## config.mk

```make
export PLATFORM = sky130hd
export DESIGN_NAME = tx_iq_dac_pacer
export DESIGN_NICKNAME = d
export VERILOG_FILES = /design/src/rtl/tx_iq_dac_pacer.sv
export SDC_FILE = /design/constraint.sdc
export NUM_CORES = 1
export LEC_CHECK = 0
export ABC_AREA = 1
export BUFFER_PORTS_ARGS = -buffer_cell sky130_fd_sc_hd__buf_2
export CAP_MARGIN = 20
export CELL_PAD_IN_SITES_DETAIL_PLACEMENT = 2
export CELL_PAD_IN_SITES_GLOBAL_PLACEMENT = 2
export CORE_ASPECT_RATIO = 0.75
export CORE_MARGIN = 2
export CORE_UTILIZATION = 30
export DETAILED_ROUTE_END_ITERATION = 8
export GPL_TIMING_DRIVEN = 0
export PLACE_DENSITY = 0.83
export SYNTH_ARGS = -nofsm -noshare
export SYNTH_HDL_FRONTEND = slang
export SYNTH_SLANG_ARGS = --single-unit
export TNS_END_PERCENT = 5
```

## constraint.sdc

```tcl
create_clock -name clk -period 3.12 [get_ports clk]
set_clock_uncertainty 0.05 [all_clocks]
set_input_delay 0.624 -clock clk [delete_from_list [all_inputs] [get_ports clk]]
set_output_delay 0.624 -clock clk [all_outputs]
set_load 0.02 [all_outputs]
```

## src/rtl/tx_iq_dac_pacer.sv

```systemverilog
// Fractional-rate sample pacer between the TX I/Q interface and the DAC bus.
// Pulls one {Q,I} word per accumulator carry, zero-pads on underrun, and tracks burst statistics.
module tx_iq_dac_pacer #(
    parameter int IQ_DATA_WIDTH = 16,
    parameter int ACC_WIDTH     = 16,
    parameter int CNT_WIDTH     = 16
) (
    input  logic                       clk,
    input  logic                       rst,
    input  logic [2*IQ_DATA_WIDTH-1:0] wifi_iq_pack,
    input  logic                       wifi_iq_valid,
    output logic                       wifi_iq_ready,
    input  logic                       enable,
    input  logic [ACC_WIDTH-1:0]       rate_inc,
    input  logic                       iq_swap,
    input  logic [7:0]                 idle_threshold,
    input  logic                       underrun_clr,
    output logic [IQ_DATA_WIDTH-1:0]   dac_i,
    output logic [IQ_DATA_WIDTH-1:0]   dac_q,
    output logic                       dac_valid,
    output logic                       tx_active,
    output logic [CNT_WIDTH-1:0]       underrun_cnt,
    output logic [CNT_WIDTH-1:0]       last_burst_len
);

    typedef enum logic {
        S_IDLE   = 1'b0,
        S_ACTIVE = 1'b1
    } state_t;

    function automatic logic [CNT_WIDTH-1:0] sat_inc(input logic [CNT_WIDTH-1:0] v);
        return (&v) ? v : v + CNT_WIDTH'(1);
    endfunction

    logic [ACC_WIDTH-1:0]     r_acc;
    logic                     r_strobe;
    logic [ACC_WIDTH:0]       w_sum;
    logic                     w_take;
    logic                     w_empty;

    logic [IQ_DATA_WIDTH-1:0] r_dac_i;
    logic [IQ_DATA_WIDTH-1:0] r_dac_q;
    logic                     r_dac_valid;

    state_t                   r_state;
    state_t                   w_state_nxt;
    logic [CNT_WIDTH-1:0]     r_burst_cnt;
    logic [CNT_WIDTH-1:0]     w_burst_nxt;
    logic [7:0]               r_idle_cnt;
    logic [7:0]               w_idle_nxt;
    logic [7:0]               w_idle_inc;
    logic [7:0]               w_thr;
    logic [CNT_WIDTH-1:0]     r_underrun_cnt;
    logic [CNT_WIDTH-1:0]     w_underrun_nxt;
    logic [CNT_WIDTH-1:0]     r_last_len;
    logic [CNT_WIDTH-1:0]     w_last_nxt;

    assign w_sum   = {1'b0, r_acc} + {1'b0, rate_inc};
    assign w_take  = r_strobe & wifi_iq_valid;
    assign w_empty = r_strobe & ~wifi_iq_valid;

    // The strobe is the registered carry, so ready never depends combinationally on inputs.
    always_ff @(posedge clk) begin
        if (rst || !enable) begin
            r_acc    <= '0;
            r_strobe <= 1'b0;
        end else begin
            r_acc    <= w_sum[ACC_WIDTH-1:0];
            r_strobe <= w_sum[ACC_WIDTH];
        end
    end

    // A strobe already in flight when enable drops still completes its handshake here.
    always_ff @(posedge clk) begin
        if (rst) begin
            r_dac_i     <= '0;
            r_dac_q     <= '0;
            r_dac_valid <= 1'b0;
        end else begin
            r_dac_valid <= r_strobe;
            if (r_strobe) begin
                if (wifi_iq_valid) begin
                    r_dac_i <= iq_swap ? wifi_iq_pack[2*IQ_DATA_WIDTH-1:IQ_DATA_WIDTH]
                                       : wifi_iq_pack[IQ_DATA_WIDTH-1:0];
                    r_dac_q <= iq_swap ? wifi_iq_pack[IQ_DATA_WIDTH-1:0]
                                       : wifi_iq_pack[2*IQ_DATA_WIDTH-1:IQ_DATA_WIDTH];
                end else begin
                    r_dac_i <= '0;
                    r_dac_q <= '0;
                end
            end
        end
    end

    assign w_thr      = (idle_threshold == 8'd0) ? 8'd1 : idle_threshold;
    assign w_idle_inc = r_idle_cnt + 8'd1;

    always_comb begin
        w_state_nxt    = r_state;
        w_burst_nxt    = r_burst_cnt;
        w_idle_nxt     = r_idle_cnt;
        w_underrun_nxt = r_underrun_cnt;
        w_last_nxt     = r_last_len;
        case (r_state)
            S_IDLE: begin
                if (w_take && enable) begin
                    w_state_nxt = S_ACTIVE;
                    w_burst_nxt = CNT_WIDTH'(1);
                    w_idle_nxt  = 8'd0;
                end
            end
            S_ACTIVE: begin
                if (w_take) begin
                    w_burst_nxt = sat_inc(r_burst_cnt);
                    w_idle_nxt  = 8'd0;
                end else if (w_empty) begin
                    w_underrun_nxt = sat_inc(r_underrun_cnt);
                    w_idle_nxt     = w_idle_inc;
                    if (w_idle_inc >= w_thr) begin
                        w_state_nxt = S_IDLE;
                        w_last_nxt  = r_burst_cnt;
                    end
                end
                // Dropping enable ends the burst, including any sample taken this cycle.
                if (!enable) begin
                    w_state_nxt = S_IDLE;
                    w_last_nxt  = w_burst_nxt;
                end
            end
            default: w_state_nxt = S_IDLE;
        endcase
        if (underrun_clr) begin
            w_underrun_nxt = '0;
        end
    end

    always_ff @(posedge clk) begin
        if (rst) begin
            r_state        <= S_IDLE;
            r_burst_cnt    <= '0;
            r_idle_cnt     <= 8'd0;
            r_underrun_cnt <= '0;
            r_last_len     <= '0;
        end else begin
            r_state        <= w_state_nxt;
            r_burst_cnt    <= w_burst_nxt;
            r_idle_cnt     <= w_idle_nxt;
            r_underrun_cnt <= w_underrun_nxt;
            r_last_len     <= w_last_nxt;
        end
    end

    assign wifi_iq_ready  = r_strobe;
    assign dac_i          = r_dac_i;
    assign dac_q          = r_dac_q;
    assign dac_valid      = r_dac_valid;
    assign tx_active      = (r_state == S_ACTIVE);
    assign underrun_cnt   = r_underrun_cnt;
    assign last_burst_len = r_last_len;

endmodule

```

==> metrics.md <==
| Metric | Value |
|---|---|
| Clk_lat worst skew | about 0.36 ns |
| Prevailing post-synth register cell | dfxtp_1 |
| Post-synth ARST share | 0% |
| Setup TNS | 0 ns |
| CP endpoint kind | flop |
| RR Endpoint | last_burst_len[12] |
| Global route total overflow | 0 |
| P per Cell Area | 388 nW/µm² |
| Peak Freq | around 360 MHz |
| Starting Density | 30.3% |
| Clk sink count | between 100 and 150 |
| Syn-to-layout area delta | 20.9% |
| Buf+Inv Stages, Crit Path | 2 |
| Placed cell count | 1385 |
| Setup Crit Path Kind | reg -> reg |
| Max Transition Viols Final | 0 |
| Count of final hold-check violations | 0 |
| Final worst-path cycle share | between 90% and 100% |
| Headroom to the max-slew limit | between 50% and 60% |
| WL final | about 23000 µm |
| Die span in x | around 170 µm |
| Worst Min Path Start | dac_i[2] |
| CTS tree | built |
| Seq/Total Area, Yosys | approximately 34% |
| Worst-Margin Slew | 0.661 ns |
| Number of synthesized flops with an enable pin | 0 |
| Minimum clock period | ~2.8 ns |
| # H-tree levels | 3 |
| Crit path max fanout | 10 |
| Hold WC Path Type | reg -> reg |
| Layout cells sized above 1 | 17.3% |
| CTS Buf Count | 9 |
| 1st-pass router iterations | 4 |
| Top delay family on crit path | simple AND/OR/NAND/NOR gates |
| DIE AREA | between 20000 and 25000 µm² |
| Avg WL per Cell | about 16 µm |
| DR iter-0 viols | about 240 |
| Leak pwr | 3.66 nW |
| Most common cell after layout, fill and taps aside | nand2_1 |
| Placed cell area | roughly 7300 µm² |
| CTS Root Cell | clkbuf_16 |
| Max_cap viols | 0 |
| Initial antenna violation count | 6 |
| RSZ-0062 raised after global routing | no |
| Vias in the first global route | approximately 7000 |
| Worst Hold Margin | 0.417 ns |
| Core ar. | between 20000 and 25000 µm² |
| Most frequent CP cell | nand2_1 |
| Gr usage total | a little over a fifth |
| Worst r2r path cells | 16 |
| Critical Path Slowest Stage Cell | dfxtp_1 |
| Post-Syn Area | 6350 µm² |
| VDD IR-drop max | approximately 0.00026 V |
| Final setup fails | 0 |
| I/O Pins | 129 |
| I/O Buffers | about 130 |
| Critical path arrival | 3.02 ns |
| Yosys warning count | 0 |
| DP Wirelength | ~18000 µm |
| Via count | around 6800 |
| Maximum clock insertion buffer count | 2 |
| Final net count | 1198 |
| Fin area | between 7000 and 8000 µm² |
| WHS Endpoint | dac_i[2] |
| CP startpoint kind | flop |
| Filler instances | around 2700 |
| Reg2Reg Setup Slack | between 0.3 and 0.4 ns |
| First-pass GRT wire length | 37800 µm |
| Vias/cell | slightly below 5 |
| DRC | 0 |
| Post-route insts no fill | ~1400 |
| CTS Hold Bufs | 0 |
| WP data required | 3.33 ns |
| Mapped Cells | just under 1000 |
| Pin count of the biggest net entering global routing | 19 |
| Largest stage delay on the critical path | between 0.4 and 0.5 ns |
| Cell depth of the worst hold path | 2 |
| Fin util | between 30 and 40% |
| Chip height | around 130 µm |
| R2r startpoint | r_idle_cnt[0] |
| Avg Inst Size Synth | between 6 and 7 µm² |
| Gpl congestion | 0.845 |
| Crit-path cells | nand2_1 > nor2_2 > nand4_1 > nor2_1 > xor2_1 > ha_1 > nand2_1 > inv_1 > nor2_1 > o21a_1 > nand3_1 > nand3_1 > clkbuf_4 > nand2_1 > nand2_1 > nor2_1 |
| Rows | between 40 and 50 |
| Status | complete, no violations |
| Worst-path clk slew | 0.08 ns |
| Synthesized Nets | between 1000 and 1500 |
| Post-synthesis register bit count | around 110 |
| Distinct cells, synth | between 40 and 50 |
| Commonest non-fill, non-tap cells in the layout | nand2_1 (270), buf_2 (134), a21oi_1 (125) |
| Routed Antenna Nets | 0 |
## area by class of cell
cell class	instances	area, µm²	share of cell area, %
sequential	107	2140	27.9
inverter	122	463	6.03
clock inverter	6	71.3	0.930
tap	288	360	4.70
antenna	5	12.5	0.163
multi-input combinational	705	3560	46.4
clock buffer	10	239	3.12
buffer	36	188	2.45
timing repair buffer	127	636	8.29
## report_power, final
group          internal [mW]  switching (mW)
clock network          0.655           0.587
registers               1.39          0.0101
logic                  0.111           0.229
## worst max-delay path by stage
stage,from,endpoint,depth (start not counted)
after CTS,r_idle_cnt[0],last_burst_len[12],16
after global placement,r_idle_cnt[0],last_burst_len[10],16
final,r_idle_cnt[0],last_burst_len[12],16
after global routing,r_idle_cnt[0],last_burst_len[12],16
after floorplan,r_idle_cnt[0],last_burst_len[0],16
after detailed placement,r_idle_cnt[0],last_burst_len[12],16
## worst register-to-register path, cell delays in order, from the launching register on
cell and delay, ns:
dfxtp_1 0.46, nand2_1 0.10, nor2_2 0.16, nand4_1 0.15, nor2_1 0.15, xor2_1 0.24
ha_1 0.29, nand2_1 0.08, inv_1 0.04, nor2_1 0.10, o21a_1 0.14, nand3_1 0.10
nand3_1 0.21, clkbuf_4 0.26, nand2_1 0.08, nand2_1 0.06, nor2_1 0.05
## per-layer routing
| layer | vias to the layer above | wire (µm) | GRT usage [%] |
|---|---|---|---|
| met4 | 4 | 218 | 4.40 |
| met5 | - | 24 | 0 |
| met3 | 18 | 1370 | 5.79 |
| met1 | 3267 | 11600 | 29.8 |
| li1 | 3406 | - | - |
| met2 | 132 | 9910 | 34.0 |
## state kept, by name, summed over array words and instances, names as in the netlist
register / flops
wifi_iq_ready: 1
dac_valid: 1
last_burst_len: 16
r_acc: 16
underrun_cnt: 16
r_idle_cnt: 8
dac_i: 16
tx_active: 1
dac_q: 16
r_burst_cnt: 16
## cell usage after synthesis (3+ instances only)
library cell	count	area share, %
a21oi_1	125	9.9
buf_1	6	0.35
buf_2	8	0.63
buf_6	3	0.53
clkbuf_1	16	0.95
clkinv_1	3	0.18
dfxtp_1	107	34
ha_1	27	5.3
inv_1	112	6.6
inv_2	6	0.35
nand2_1	270	16
nand2_2	5	0.49
nand3_1	66	5.2
nand3_2	3	0.47
nand3b_1	5	0.59
nand4_1	10	0.99
nor2_1	90	5.3
nor2_2	4	0.39
nor2_4	3	0.53
nor2_8	3	0.95
nor3_1	6	0.47
o21ai_0	49	3.9
o21bai_1	3	0.35
xnor2_1	6	0.83
xor2_1	8	1.1
## through the flow
step	power, mW	worst slack [ns]
2_1_floorplan	1.63	0.841
3_3_place_gp	1.76	0.346
3_5_place_dp	1.77	0.216
4_1_cts	3.03	0.205
5_1_grt	3.12	0.0322
6_report	2.98	0.310
## logic make-up after synthesis
| kind of cell | count (synthesis) | synth area share [%] |
|---|---|---|
| flops | 107 | 33.7 |
| fa+ha+maj | 28 | 5.64 |
| buf+inv | 158 | 10.2 |
| compound gates | 189 | 15.5 |
| xor+xnor | 14 | 1.93 |
| simple gates | 474 | 33.0 |
## what timing repair did
item,4_1_cts,5_1_grt
buffers inserted,0,0
endpoints found under the setup margin,0,14
gates resized for setup,0,2
(Power assumes the default switching activity.)
